$ cat src/rtl/mem_arbiter.sv
// mem_arbiter: shares one BRAM port between the core (fixed priority) and secondary master m1; optional starvation guard under AYATSUKI_ARB_STARVE_GUARD_EN.
// Latency: grant and memory strobes are combinational in the request cycle; m1 read data and m1_rvalid_o follow one cycle later.
// Backpressure: m1 holds its level request while the core is busy; with the guard, a forced slot stalls the core through m0_hold_o.
module mem_arbiter #(
  parameter int ADDR_W       = 32,
  parameter int DATA_W       = 32,
  parameter int STARVE_LIMIT = 8
) (
  input  logic              clk,
  input  logic              rst_n,
  input  logic              m0_r_enable_i,
  input  logic              m0_w_enable_i,
  input  logic [ADDR_W-1:0] m0_r_addr_i,
  input  logic [ADDR_W-1:0] m0_w_addr_i,
  input  logic [DATA_W-1:0] m0_w_data_i,
  output logic [DATA_W-1:0] m0_r_data_o,
  output logic              m0_hold_o,
  input  logic              m1_req_i,
  input  logic              m1_we_i,
  input  logic [ADDR_W-1:0] m1_addr_i,
  input  logic [DATA_W-1:0] m1_wdata_i,
  output logic              m1_gnt_o,
  output logic              m1_rvalid_o,
  output logic [DATA_W-1:0] m1_rdata_o,
  output logic              mem_w_enable_o,
  output logic              mem_r_enable_o,
  output logic              mem_enable_o,
  output logic [ADDR_W-1:0] mem_w_addr_o,
  output logic [ADDR_W-1:0] mem_r_addr_o,
  output logic [DATA_W-1:0] mem_data_o,
  input  logic [DATA_W-1:0] mem_data_i
);

  typedef struct packed {
    logic              r_en;
    logic              w_en;
    logic [ADDR_W-1:0] r_addr;
    logic [ADDR_W-1:0] w_addr;
    logic [DATA_W-1:0] w_dat;
  } mem_req_t;

  localparam logic [0:0] ARB_CORE  = 1'b0;
  localparam logic [0:0] ARB_FORCE = 1'b1;

  if (STARVE_LIMIT < 1 || STARVE_LIMIT > 255) begin : g_bad_limit
    $error("mem_arbiter: STARVE_LIMIT must be within 1..255");
  end

  logic              core_busy;
  logic              force_slot;
  logic              m1_sel;
  mem_req_t          port;
  logic              rd_m1_q, rd_m1_d;
  logic [DATA_W-1:0] rdata_q, rdata_d;

  assign core_busy = m0_r_enable_i | m0_w_enable_i;

`ifdef AYATSUKI_ARB_STARVE_GUARD_EN
  localparam logic [7:0] STARVE_MAX = 8'(STARVE_LIMIT - 1);

  logic [0:0] state_q, state_d;
  logic [7:0] starve_q, starve_d;

  assign force_slot = (state_q == ARB_FORCE);

  // The forced slot lasts one cycle; the counter only runs while m1 is denied in ARB_CORE.
  always_comb begin
    state_d  = ARB_CORE;
    starve_d = starve_q;
    if (!m1_req_i || m1_sel) begin
      starve_d = '0;
    end else if (core_busy && !force_slot) begin
      if (starve_q == STARVE_MAX) begin
        state_d  = ARB_FORCE;
        starve_d = '0;
      end else begin
        starve_d = starve_q + 8'd1;
      end
    end
  end

  always_ff @(posedge clk or negedge rst_n) begin
    if (!rst_n) begin
      state_q  <= ARB_CORE;
      starve_q <= '0;
    end else begin
      state_q  <= state_d;
      starve_q <= starve_d;
    end
  end
`else
  assign force_slot = 1'b0;
`endif

  assign m1_sel = force_slot | (~core_busy & m1_req_i);

  // Core addresses pass through when m1 does not own that side of the port.
  always_comb begin
    port        = '0;
    port.r_addr = m0_r_addr_i;
    port.w_addr = m0_w_addr_i;
    port.w_dat  = m0_w_data_i;
    if (m1_sel) begin
      port.r_en = ~m1_we_i;
      port.w_en = m1_we_i;
      if (m1_we_i) begin
        port.w_addr = m1_addr_i;
        port.w_dat  = m1_wdata_i;
      end else begin
        port.r_addr = m1_addr_i;
      end
    end else begin
      port.r_en = m0_r_enable_i;
      port.w_en = m0_w_enable_i;
    end
  end

  assign mem_r_enable_o = port.r_en;
  assign mem_w_enable_o = port.w_en;
  assign mem_enable_o   = port.r_en | port.w_en;
  assign mem_r_addr_o   = port.r_addr;
  assign mem_w_addr_o   = port.w_addr;
  assign mem_data_o     = port.w_dat;

  assign m1_gnt_o    = m1_sel;
  assign m0_hold_o   = force_slot;
  assign m0_r_data_o = mem_data_i;

  // BRAM data is live in the rvalid cycle; the register keeps it stable afterwards.
  assign rd_m1_d = m1_sel & ~m1_we_i;
  assign rdata_d = rd_m1_q ? mem_data_i : rdata_q;

  always_ff @(posedge clk or negedge rst_n) begin
    if (!rst_n) begin
      rd_m1_q <= 1'b0;
      rdata_q <= '0;
    end else begin
      rd_m1_q <= rd_m1_d;
      rdata_q <= rdata_d;
    end
  end

  assign m1_rvalid_o = rd_m1_q;
  assign m1_rdata_o  = rdata_d;

endmodule

$ cat config.mk
export PLATFORM = sky130hd
export DESIGN_NAME = mem_arbiter
export DESIGN_NICKNAME = d
export VERILOG_FILES = /design/src/rtl/mem_arbiter.sv
export SDC_FILE = /design/constraint.sdc
export NUM_CORES = 1
export LEC_CHECK = 0
export CORE_AREA = 2 2 141 143
export CTS_CLUSTER_SIZE = 8
export DETAILED_ROUTE_END_ITERATION = 6
export DIE_AREA = 0 0 143 145
export GPL_TIMING_DRIVEN = 0
export SLEW_MARGIN = 20
export SYNTH_ARGS = -nofsm -noshare
export SYNTH_HDL_FRONTEND = slang
export SYNTH_SLANG_ARGS = --single-unit
$ cat constraint.sdc
create_clock -name clk -period 2.5 [get_ports clk]
set_input_delay 0.75 -clock clk [delete_from_list [all_inputs] [get_ports clk]]
set_output_delay 0.75 -clock clk [all_outputs]
set_load 0.1 [all_outputs]
==> qor.txt <==
most common cell after layout, fill and taps aside -> sky130_fd_sc_hd__clkdlybuf4s50_1
Detailed Routing Iterations Pass 1 -> 4
nature of the critical path startpoint -> input port
count of synthesis-stage warnings from yosys -> 0
CP Class -> in2out
routed length per placed instance -> 19.4 µm
arrival time of the worst setup path -> 2120 ps
area fraction in compound gates after synthesis -> 0.499%
count of endpoints failing setup in the final report -> 96
Rel. slew slack -> 35.0%
post-synth top area cell -> sky130_fd_sc_hd__mux2_4
Post-Route WL -> 17.1 mm
clock tree skew after final layout -> 3.02 ps
max-slew violation count -> 0
Starting DRT DRC Count -> 50
library cell contributing the largest single delay on the critical path -> sky130_fd_sc_hd__nor4bb_4
global-route wire length before repair -> 23.9 mm
Synth Area in Simple Gates -> 2.12%
areal power density over the cells -> 554 nW/µm²
via count of the first global-routing pass -> 3668
cell chosen for the clock root -> sky130_fd_sc_hd__clkbuf_16
Period Utilization, post-route -> 115%
average size of a mapped cell -> 13.9 µm²
pin count of the biggest net entering global routing -> 25
hpwl dp -> 14.6 mm
number of fill cells -> 1761
final global-route overflow total -> 0
end of the worst register-to-register path -> rdata_q[13]
Initial Util -> 15.7%
last weighted congestion value of the routability-driven placer -> 0.911
I/O pin total -> 364
Clock H-tree levels -> 2
post-DR vias/cell -> 3.72
Die Footprint -> 20700 µm²
total number of vias -> 3262
launch instance of the worst register-to-register path -> m1_rvalid_o
cell count after synthesis -> 217
violated checks -> setup timing
DIE HEIGHT -> 145 µm
Layout Area Growth over Synthesis -> 184%
count of cell types in the netlist -> 17
largest family of logic cells by synthesized area -> multiplexers
Routed Antenna Nets -> 0
buffer depth of the longest clock path -> 2
total buffers and inverters traversed by the critical path -> 4
final critical path time including I/O delays and setup -> 2870 ps
number of nets in the final layout -> 810
proportion of synthesized chip area in sequential cells -> 27.5%
netlist area before placement -> 3010 µm²
antenna violations before repair -> 0
cell with the most instances on the worst path -> sky130_fd_sc_hd__buf_12
adder and majority gate portion of the synthesized area -> 0%
Overall Global Routing Usage -> 15.7%
number of diodes added for antenna fixing -> 0
setup repair after global routing missed its margin -> yes
VDD IR max -> 0.274 mV
number of clock sinks -> 33
floorplan die width -> 143 µm
CP delay by family, top -> buffers and inverters
TritonCTS buffer count -> 5
Tightest Hold Check Type -> in2async
upper clock frequency limit -> 348 MHz
Placement Setup Slack -> -1780 ps
number of synthesized register bits -> 33
outcome -> finished, violations left
post-layout utilization of the core -> 44.4%
endpoints failing hold -> 0
XOR/XNOR Fraction of Synth Area -> 0%
minimum setup slack in the final design -> -370 ps
Max FO, Critical Path -> 6
share of final-layout standard cells stronger than drive strength 1 -> 62.7%
Remaining DRCs -> 0
cells along the critical path -> buf_12 > nor4bb_4 > buf_4 > clkbuf_16 > mux2_4 > buf_12
maxcap violations -> 0
Static Leakage -> 3.79 nW
count of buffers from port buffering -> 362
highest-count cells in the layout ignoring fill and taps -> sky130_fd_sc_hd__clkdlybuf4s50_1 (191), sky130_fd_sc_hd__buf_12 (108), sky130_fd_sc_hd__mux2_4 (96), sky130_fd_sc_hd__buf_4 (84)
actual transition at the worst max-transition pin -> 979 ps
clock network latency to the later pin of the worst-skew pair -> 280 ps
post-synth top area share -> 30.0%
Clock Pin Slew Worst Setup and Hold Paths -> 50 ps
clock tree from TritonCTS -> built
site row count -> 51
largest incremental delay on the critical path -> 320 ps
total nets after synthesis -> 415
main area contributors after synthesis -> sky130_fd_sc_hd__mux2_4 (30%), sky130_fd_sc_hd__dfrtp_1 (27%), sky130_fd_sc_hd__mux2_2 (24%)
area inside the core boundary -> 19200 µm²
worst reg2reg path depth -> 3
share of synthesized area spent on multiplexers -> 55.4%
Worst Path Required -> 1750 ps
flop-to-flop setup slack -> 1240 ps
Worst setup EP type -> primary output
## per-stage QoR
step	hold WS, ps	total power, W	std cells	setup TNS (ps)	area, µm²
floorplan	454	0.00293	217	-11300	3050
global placement	479	0.00381	844	-216530	7000
detailed placement	486	0.00383	845	-216220	7020
CTS	358	0.00473	878	-31130	8320
global route	367	0.00486	877	-35250	8530
finish	364	0.00472	877	-30080	8530
## registers in the layout, summed over array words and instances (netlist names)
| signal | count |
|---|---|
| rdata_q | 32 |
| m1_rvalid_o | 1 |
## worst max path at each step
stage	slack, ps	cells past startpoint	start	end
after global routing	-430	6	m0_r_enable_i	mem_w_addr_o[3]
after floorplan	-190	3	m1_we_i	mem_r_addr_o[10]
after global placement	-1770	5	m0_r_enable_i	mem_r_addr_o[10]
final	-370	6	m0_r_enable_i	mem_w_addr_o[3]
after CTS	-410	8	m0_w_enable_i	mem_data_o[14]
after detailed placement	-1780	5	m0_r_enable_i	mem_r_addr_o[9]
## report_power, final
group	switching, W	internal (W)	leakage [nW]
clock	0.000205	0.000390	0.0700
sequential	0.0000253	0.000648	0.396
combinational	0.00228	0.00117	3.32
## layer usage
metal,track usage [%],part of all wire (%)
met4,5.15,2.4
met3,4.29,8.8
met2,30.3,55
met1,16.0,34
met5,0,0
## synth_stat cells
| cell type | count |
|---|---|
| sky130_fd_sc_hd__nand2_1 | 1 |
| sky130_fd_sc_hd__buf_2 | 3 |
| sky130_fd_sc_hd__dfrtp_1 | 33 |
| sky130_fd_sc_hd__buf_4 | 33 |
| sky130_fd_sc_hd__mux2_2 | 65 |
| sky130_fd_sc_hd__nor4b_4 | 1 |
| sky130_fd_sc_hd__mux2_1 | 3 |
| sky130_fd_sc_hd__o21bai_1 | 2 |
| sky130_fd_sc_hd__or2b_2 | 1 |
| sky130_fd_sc_hd__nor4bb_2 | 1 |
| sky130_fd_sc_hd__mux2_4 | 60 |
| sky130_fd_sc_hd__buf_6 | 4 |
| sky130_fd_sc_hd__nor2_1 | 1 |
| sky130_fd_sc_hd__buf_12 | 6 |
| sky130_fd_sc_hd__conb_1 | 1 |
| sky130_fd_sc_hd__clkbuf_1 | 1 |
| sky130_fd_sc_hd__or3_2 | 1 |
## kinds of logic after synthesis
| group | count (synthesis) |
|---|---|
| other | 1 |
| AND/OR/NAND/NOR | 6 |
| buffers and inverters | 47 |
| AO/OA/AOI/OAI | 2 |
| multiplexers | 128 |
| flip-flops | 33 |
## worst register-to-register path, cell delays in order, from the launching register on
cell and delay (ps):
sky130_fd_sc_hd__dfrtp_2 350, sky130_fd_sc_hd__clkbuf_2 160, sky130_fd_sc_hd__clkbuf_4 240, sky130_fd_sc_hd__mux2_2 380
## area by class of cell
cell class                 instances  area, µm²  share of cell area [%]
multi-input combinational        137       1910                    22.4
timing repair buffer             390       4900                    57.5
buffer                            45        417                    4.89
tap                              265        332                    3.89
clock buffer                       7        143                    1.67
sequential                        33        827                    9.70
## what timing repair did
item / 4_1_cts / 5_1_grt
cloned: 5 / 5
hold buffers: 0 / 0
setup endpoints to repair: 165 / 124
resized for setup: 1305 / 61
setup buffers: 21 / 2
pin swaps: 2 / 2
(Power assumes the default switching activity.)
